===== src/rtl/one_wire_master.sv =====
// Byte-level 1-wire master: reset/presence, write and read slots timed in hardware for two lines.
// Latency acceptance->rspValid inclusive: reset (T_RSTL+T_RSTH)*TICK_DIV+2, byte 8*T_SLOT*TICK_DIV+2, reserved 2.
// Backpressure: cmdReady only in IDLE; cmdValid while busy is ignored, nothing is queued.
module one_wire_master #(
  parameter int TICK_DIV = 29,
  parameter int T_RSTL   = 480,
  parameter int T_PDS    = 70,
  parameter int T_RSTH   = 480,
  parameter int T_LOW1   = 6,
  parameter int T_LOW0   = 60,
  parameter int T_SAMPLE = 15,
  parameter int T_SLOT   = 70
) (
  input  logic       clock29M,
  input  logic       nReset,
  input  logic       cmdValid,
  output logic       cmdReady,
  input  logic [1:0] cmdOp,
  input  logic       cmdBus,
  input  logic [7:0] cmdData,
  input  logic [1:0] busIn,
  output logic [1:0] busPullLow,
  output logic       busy,
  output logic       rspValid,
  output logic [7:0] rspData,
  output logic       rspPresence
);

  typedef enum logic [2:0] {IDLE, RST_LOW, RST_HIGH, SLOT, DONE} state_t;

  localparam int PW = (TICK_DIV > 1) ? $clog2(TICK_DIV) : 1;
  localparam int TW = 10;
  localparam logic [PW-1:0] PRE_END    = PW'(TICK_DIV - 1);
  localparam logic [TW-1:0] RSTL_END   = TW'(T_RSTL - 1);
  localparam logic [TW-1:0] RSTH_END   = TW'(T_RSTH - 1);
  localparam logic [TW-1:0] PDS_END    = TW'(T_PDS - 1);
  localparam logic [TW-1:0] SAMPLE_END = TW'(T_SAMPLE - 1);
  localparam logic [TW-1:0] SLOT_END   = TW'(T_SLOT - 1);
  localparam logic [TW-1:0] LOW0_LEN   = TW'(T_LOW0);
  localparam logic [TW-1:0] LOW1_LEN   = TW'(T_LOW1);
  localparam logic [1:0] OP_RESET = 2'b00;
  localparam logic [1:0] OP_WRITE = 2'b01;
  localparam logic [1:0] OP_READ  = 2'b10;

  state_t state, stateNext;
  logic [PW-1:0] preCnt;
  logic [TW-1:0] tickCnt;
  logic [2:0]    bitCnt;
  logic [1:0]    opReg;
  logic          busReg;
  logic [7:0]    dataReg;
  logic [7:0]    shiftReg;
  logic          accept;
  logic          tickEnd;
  logic          phaseEnd;
  logic          lineIn;
  logic          lowActive;
  logic [TW-1:0] lowLen;

  always_comb begin
    accept    = cmdValid && (state == IDLE);
    tickEnd   = (preCnt == PRE_END);
    lineIn    = busIn[busReg];
    // Only a write of a 0 bit holds the line long; reads transmit all ones.
    lowLen    = ((opReg == OP_WRITE) && !dataReg[bitCnt]) ? LOW0_LEN : LOW1_LEN;
    phaseEnd  = 1'b0;
    stateNext = state;
    case (state)
      IDLE: begin
        if (accept) begin
          case (cmdOp)
            OP_RESET:         stateNext = RST_LOW;
            OP_WRITE, OP_READ: stateNext = SLOT;
            default:          stateNext = DONE;
          endcase
        end
      end
      RST_LOW: begin
        phaseEnd = tickEnd && (tickCnt == RSTL_END);
        if (phaseEnd) stateNext = RST_HIGH;
      end
      RST_HIGH: begin
        phaseEnd = tickEnd && (tickCnt == RSTH_END);
        if (phaseEnd) stateNext = DONE;
      end
      SLOT: begin
        phaseEnd = tickEnd && (tickCnt == SLOT_END);
        if (phaseEnd && (bitCnt == 3'd7)) stateNext = DONE;
      end
      DONE:    stateNext = IDLE;
      default: stateNext = IDLE;
    endcase

    lowActive  = (state == RST_LOW) || ((state == SLOT) && (tickCnt < lowLen));
    busPullLow = 2'b00;
    if (lowActive) busPullLow[busReg] = 1'b1;
    cmdReady = (state == IDLE);
    busy     = (state != IDLE);
    rspValid = (state == DONE);
  end

  always_ff @(posedge clock29M) begin
    if (!nReset) begin
      state       <= IDLE;
      preCnt      <= '0;
      tickCnt     <= '0;
      bitCnt      <= '0;
      opReg       <= '0;
      busReg      <= 1'b0;
      dataReg     <= '0;
      shiftReg    <= '0;
      rspData     <= '0;
      rspPresence <= 1'b0;
    end else begin
      state <= stateNext;
      // Prescaler and tick count restart on acceptance and at every phase boundary.
      if (accept) begin
        opReg   <= cmdOp;
        busReg  <= cmdBus;
        dataReg <= cmdData;
        preCnt  <= '0;
        tickCnt <= '0;
        bitCnt  <= '0;
      end else if (phaseEnd) begin
        preCnt  <= '0;
        tickCnt <= '0;
        if (state == SLOT) bitCnt <= bitCnt + 3'd1;
      end else if (tickEnd) begin
        preCnt  <= '0;
        tickCnt <= tickCnt + TW'(1);
      end else begin
        preCnt  <= preCnt + PW'(1);
      end

      if ((state == RST_HIGH) && tickEnd && (tickCnt == PDS_END))
        rspPresence <= ~lineIn;
      if ((state == SLOT) && tickEnd && (tickCnt == SAMPLE_END))
        shiftReg[bitCnt] <= lineIn;
      if ((state == SLOT) && phaseEnd && (bitCnt == 3'd7))
        rspData <= shiftReg;
    end
  end

endmodule


===== config.mk =====
export PLATFORM = sky130hd
export DESIGN_NAME = one_wire_master
export DESIGN_NICKNAME = d
export VERILOG_FILES = /design/src/rtl/one_wire_master.sv
export SDC_FILE = /design/constraint.sdc
export NUM_CORES = 1
export LEC_CHECK = 0
export BUFFER_PORTS_ARGS = -buffer_cell sky130_fd_sc_hd__buf_2
export CAP_MARGIN = 40
export CORE_ASPECT_RATIO = 1.2
export CORE_MARGIN = 2
export CORE_UTILIZATION = 60
export CTS_CLUSTER_DIAMETER = 50
export DETAILED_ROUTE_END_ITERATION = 12
export PLACE_DENSITY = 0.85
export SLEW_MARGIN = 5
export SYNTH_ARGS = -nofsm -noshare
export SYNTH_HDL_FRONTEND = slang
export SYNTH_SLANG_ARGS = --single-unit

===== constraint.sdc =====
create_clock -name clock29M -period 5.1 [get_ports clock29M]
set_input_delay 0.255 -clock clock29M [delete_from_list [all_inputs] [get_ports clock29M]]
set_output_delay 0.255 -clock clock29M [all_outputs]
set_load 0.01 [all_outputs]

==> impl_metrics.env <==
export IMPL_synth_compound_area_frac=0.1377
export IMPL_cellLeakagePower_nw=1.045
export IMPL_num_vias=2179
export IMPL_synth_mux_area_fraction=0.04389
export IMPL_synth_xor_area_share=0.03840
export IMPL_ctsRootBufferMaster="clkbuf_8"
export IMPL_end_kind="output port"
export IMPL_worstPathCellList="inv_1 -> a311o_1 -> a211oi_1 -> inv_1 -> ha_1 -> a21o_1 -> a211oi_1 -> a31oi_1 -> a211oi_1 -> buf_2"
export IMPL_synth_largest_area_cell="dfxtp_1"
export IMPL_dr_first_iter_drc_count=138
export IMPL_slew_headroom=0.5474
export IMPL_cp_slowest_stage_delay_ns=0.57
export IMPL_gp_congestion=0.8830
export IMPL_synth_warnings=0
export IMPL_status="finished clean"
export IMPL_hold_path_class="in -> reg"
export IMPL_post_cts_setup_buffer_count=0
export IMPL_crit_type="reg -> out"
export IMPL_tightest_slew_ns=0.6769
export IMPL_syn_area_um2=2509
export IMPL_dpl_hpwl_um=3930
export IMPL_nNetsFinal=342
export IMPL_wl_per_cell_um=14.59
export IMPL_drc=0
export IMPL_peakVddDrop_v=0.0002431
export IMPL_hold_viol=0
export IMPL_grt_pass1_wl_um=9039
export IMPL_cp_max_fo=11
export IMPL_synth_seq_cells=49
export IMPL_cts_max_level=2
export IMPL_synth_edf_count=0
export IMPL_cap_violations=0
export IMPL_grt_usage=0.2418
export IMPL_grt_pass1_vias=1971
export IMPL_async_flop_share=0
export IMPL_synthSimpleGateAreaFrac=0.2828
export IMPL_cpMaxStageDelayCell="dfxtp_1"
export IMPL_cts_sinks=49
export IMPL_die_height_um=74.83
export IMPL_die_area_um2=4716
export IMPL_whs_ns=0.1826
export IMPL_synth_top_area_frac=0.3910
export IMPL_tritoncts="yes"
export IMPL_routed_via_density=5.889
export IMPL_synth_seq_area_share=0.3910
export IMPL_powerDensity_nw_per_um2=338.8
export IMPL_rsz0062_at_grt="no"
export IMPL_area_delta_synth_final_pct=8.828
export IMPL_period_share=0.6908
export IMPL_syn_nets=324
export IMPL_period_minus_slack_ns=3.523
export IMPL_drive_gt1_frac=0.1392
export IMPL_cp_arrival_ns=3.27
export IMPL_placed_cells=362
export IMPL_antenna_cells=0
export IMPL_startpoint_type="flip-flop"
export IMPL_layout_common_cells="dfxtp_1 (49), nand2_1 (42), buf_2 (29)"
export IMPL_place_port_buffers=29
export IMPL_worstPathRequired_ns=4.85
export IMPL_drt_first_pass_iters=4
export IMPL_antenna_found_initial=0
export IMPL_drt_wl_total_um=5397
export IMPL_final_antenna_net_count=0
export IMPL_start_util=0.6315
export IMPL_grt_start_max_net_pins=23
export IMPL_fin_tns_setup_ns=0
export IMPL_layout_cells_non_filler=370
export IMPL_synth_area_top_cells="dfxtp_1 (39%), nand2_1 (6.3%), ha_1 (5.5%), a21oi_1 (5.2%), nand4_1 (5.0%)"
export IMPL_cts_clk_slew_worst_paths_ns=0.09
export IMPL_slew_violations=0
export IMPL_synth_top_family_by_area="simple AND/OR/NAND/NOR gates"
export IMPL_cts_hold_fix_buffers=0
export IMPL_grt_overflow=0
export IMPL_final_common_cell="dfxtp_1"
export IMPL_cts_resized_gates=0
export IMPL_io_pins=30
export IMPL_p_total_mw=0.9250
export IMPL_fp_dieW_um=63.03
export IMPL_synth_avg_cell_area_um2=8.447
export IMPL_numCtsBuffers=5
export IMPL_synth_distinct_cells=47
export IMPL_clock_path_buffers=2
export IMPL_fin_skew_ns=0.008454
export IMPL_clock_latency_ns=0.31
export IMPL_ys_flop_type="dfxtp_1"
export IMPL_setup_viol=0
export IMPL_coreArea_um2=3973
export IMPL_crit_top_cell="a211oi_1"
export IMPL_clock_fmax_mhz=283.9
export IMPL_syn_instance_count=297
export IMPL_row_count=25
export IMPL_synthAdderAreaFrac=0.05486
## metal layers
layer | vias to the layer above | wire (um) | track usage | part of all wire
met3 | 11 | 241 | 0.04933 | 0.045
met2 | 44 | 2667 | 0.4054 | 0.49
met1 | 1025 | 2354 | 0.3007 | 0.44
li1 | 1099 | - | - | -
met4 | 0 | 134 | 0.1210 | 0.025
met5 | - | 0 | 0 | 0
## registers in the layout, summed over array words and instances (netlist names)
signal / count
bitCnt: 3
busReg: 1
dataReg: 8
opReg: 2
preCnt: 5
rspData: 8
rspPresence: 1
shiftReg: 8
state: 3
tickCnt: 10
## layout make-up
cell class                      instances  area, um2
Sequential cell                        49      980.9
Timing Repair Buffer                   29      145.1
Clock buffer                            6      82.58
Tap cell                               54      67.56
Clock inverter                          2      13.76
Inverter                               11      41.29
Multi-Input combinational cell        219       1399
Fill cell                             345       1242
## synthesized netlist by cell type, types with 2 or more instances
cell / n
clkbuf_1: 7
nor3b_1: 2
nand4_1: 20
nor4_1: 6
buf_2: 7
and4_1: 4
xnor2_1: 4
o21ai_0: 16
nand4_2: 2
nand3_1: 3
o21a_1: 2
a31oi_1: 2
buf_4: 3
inv_1: 10
xor2_1: 7
a311oi_1: 2
a21oi_1: 26
and2_1: 3
nor3_1: 12
nand2b_1: 7
ha_1: 11
and3b_1: 2
a211oi_1: 4
and3_1: 3
mux2i_1: 11
nor2_1: 10
nand2_1: 42
or3_1: 2
dfxtp_1: 49
## power breakdown
part,internal (mW),switching (mW),leakage [nW]
sequential,0.415,0.0372,0.397
combinational,0.0910,0.143,0.596
clock,0.110,0.128,0.0512
## worst max-delay path, delay by kind of cell (launching register included)
family	cells	cell delay [ns]
AO/OA/AOI/OAI	6	1.55
flip-flops	1	0.57
buffers and inverters	3	0.52
adder cells (fa/ha/maj)	1	0.33
## metrics by stage
stage	util	setup WS (ns)	cell area, um2
3_5_place_dp	0.6630	1.980	2634
5_1_grt	0.6872	1.385	2730
3_3_place_gp	0.6630	2.084	2634
4_1_cts	0.6872	1.616	2730
2_1_floorplan	-	2.400	2509
6_report	0.6872	1.577	2730
## logic make-up after synthesis
| kind of cell | count (synthesis) |
|---|---|
| AND/OR/NAND/NOR | 127 |
| adder cells (fa/ha/maj) | 11 |
| flip-flops | 49 |
| XOR/XNOR | 11 |
| buffers and inverters | 29 |
| multiplexers | 11 |
| AO/OA/AOI/OAI | 59 |
## worst paths after layout
kind	startpoint	end	slack, ns	cells past startpoint
setup / recovery	bitCnt[0]	busPullLow[0]	1.58	10
hold / removal	cmdData[6]	dataReg[6]	0.18	3
setup reg to reg	preCnt[0]	preCnt[2]	2.45	6
hold reg to reg	opReg[0]	opReg[0]	0.46	2
Note: power is estimated with default switching activity, not from simulation.
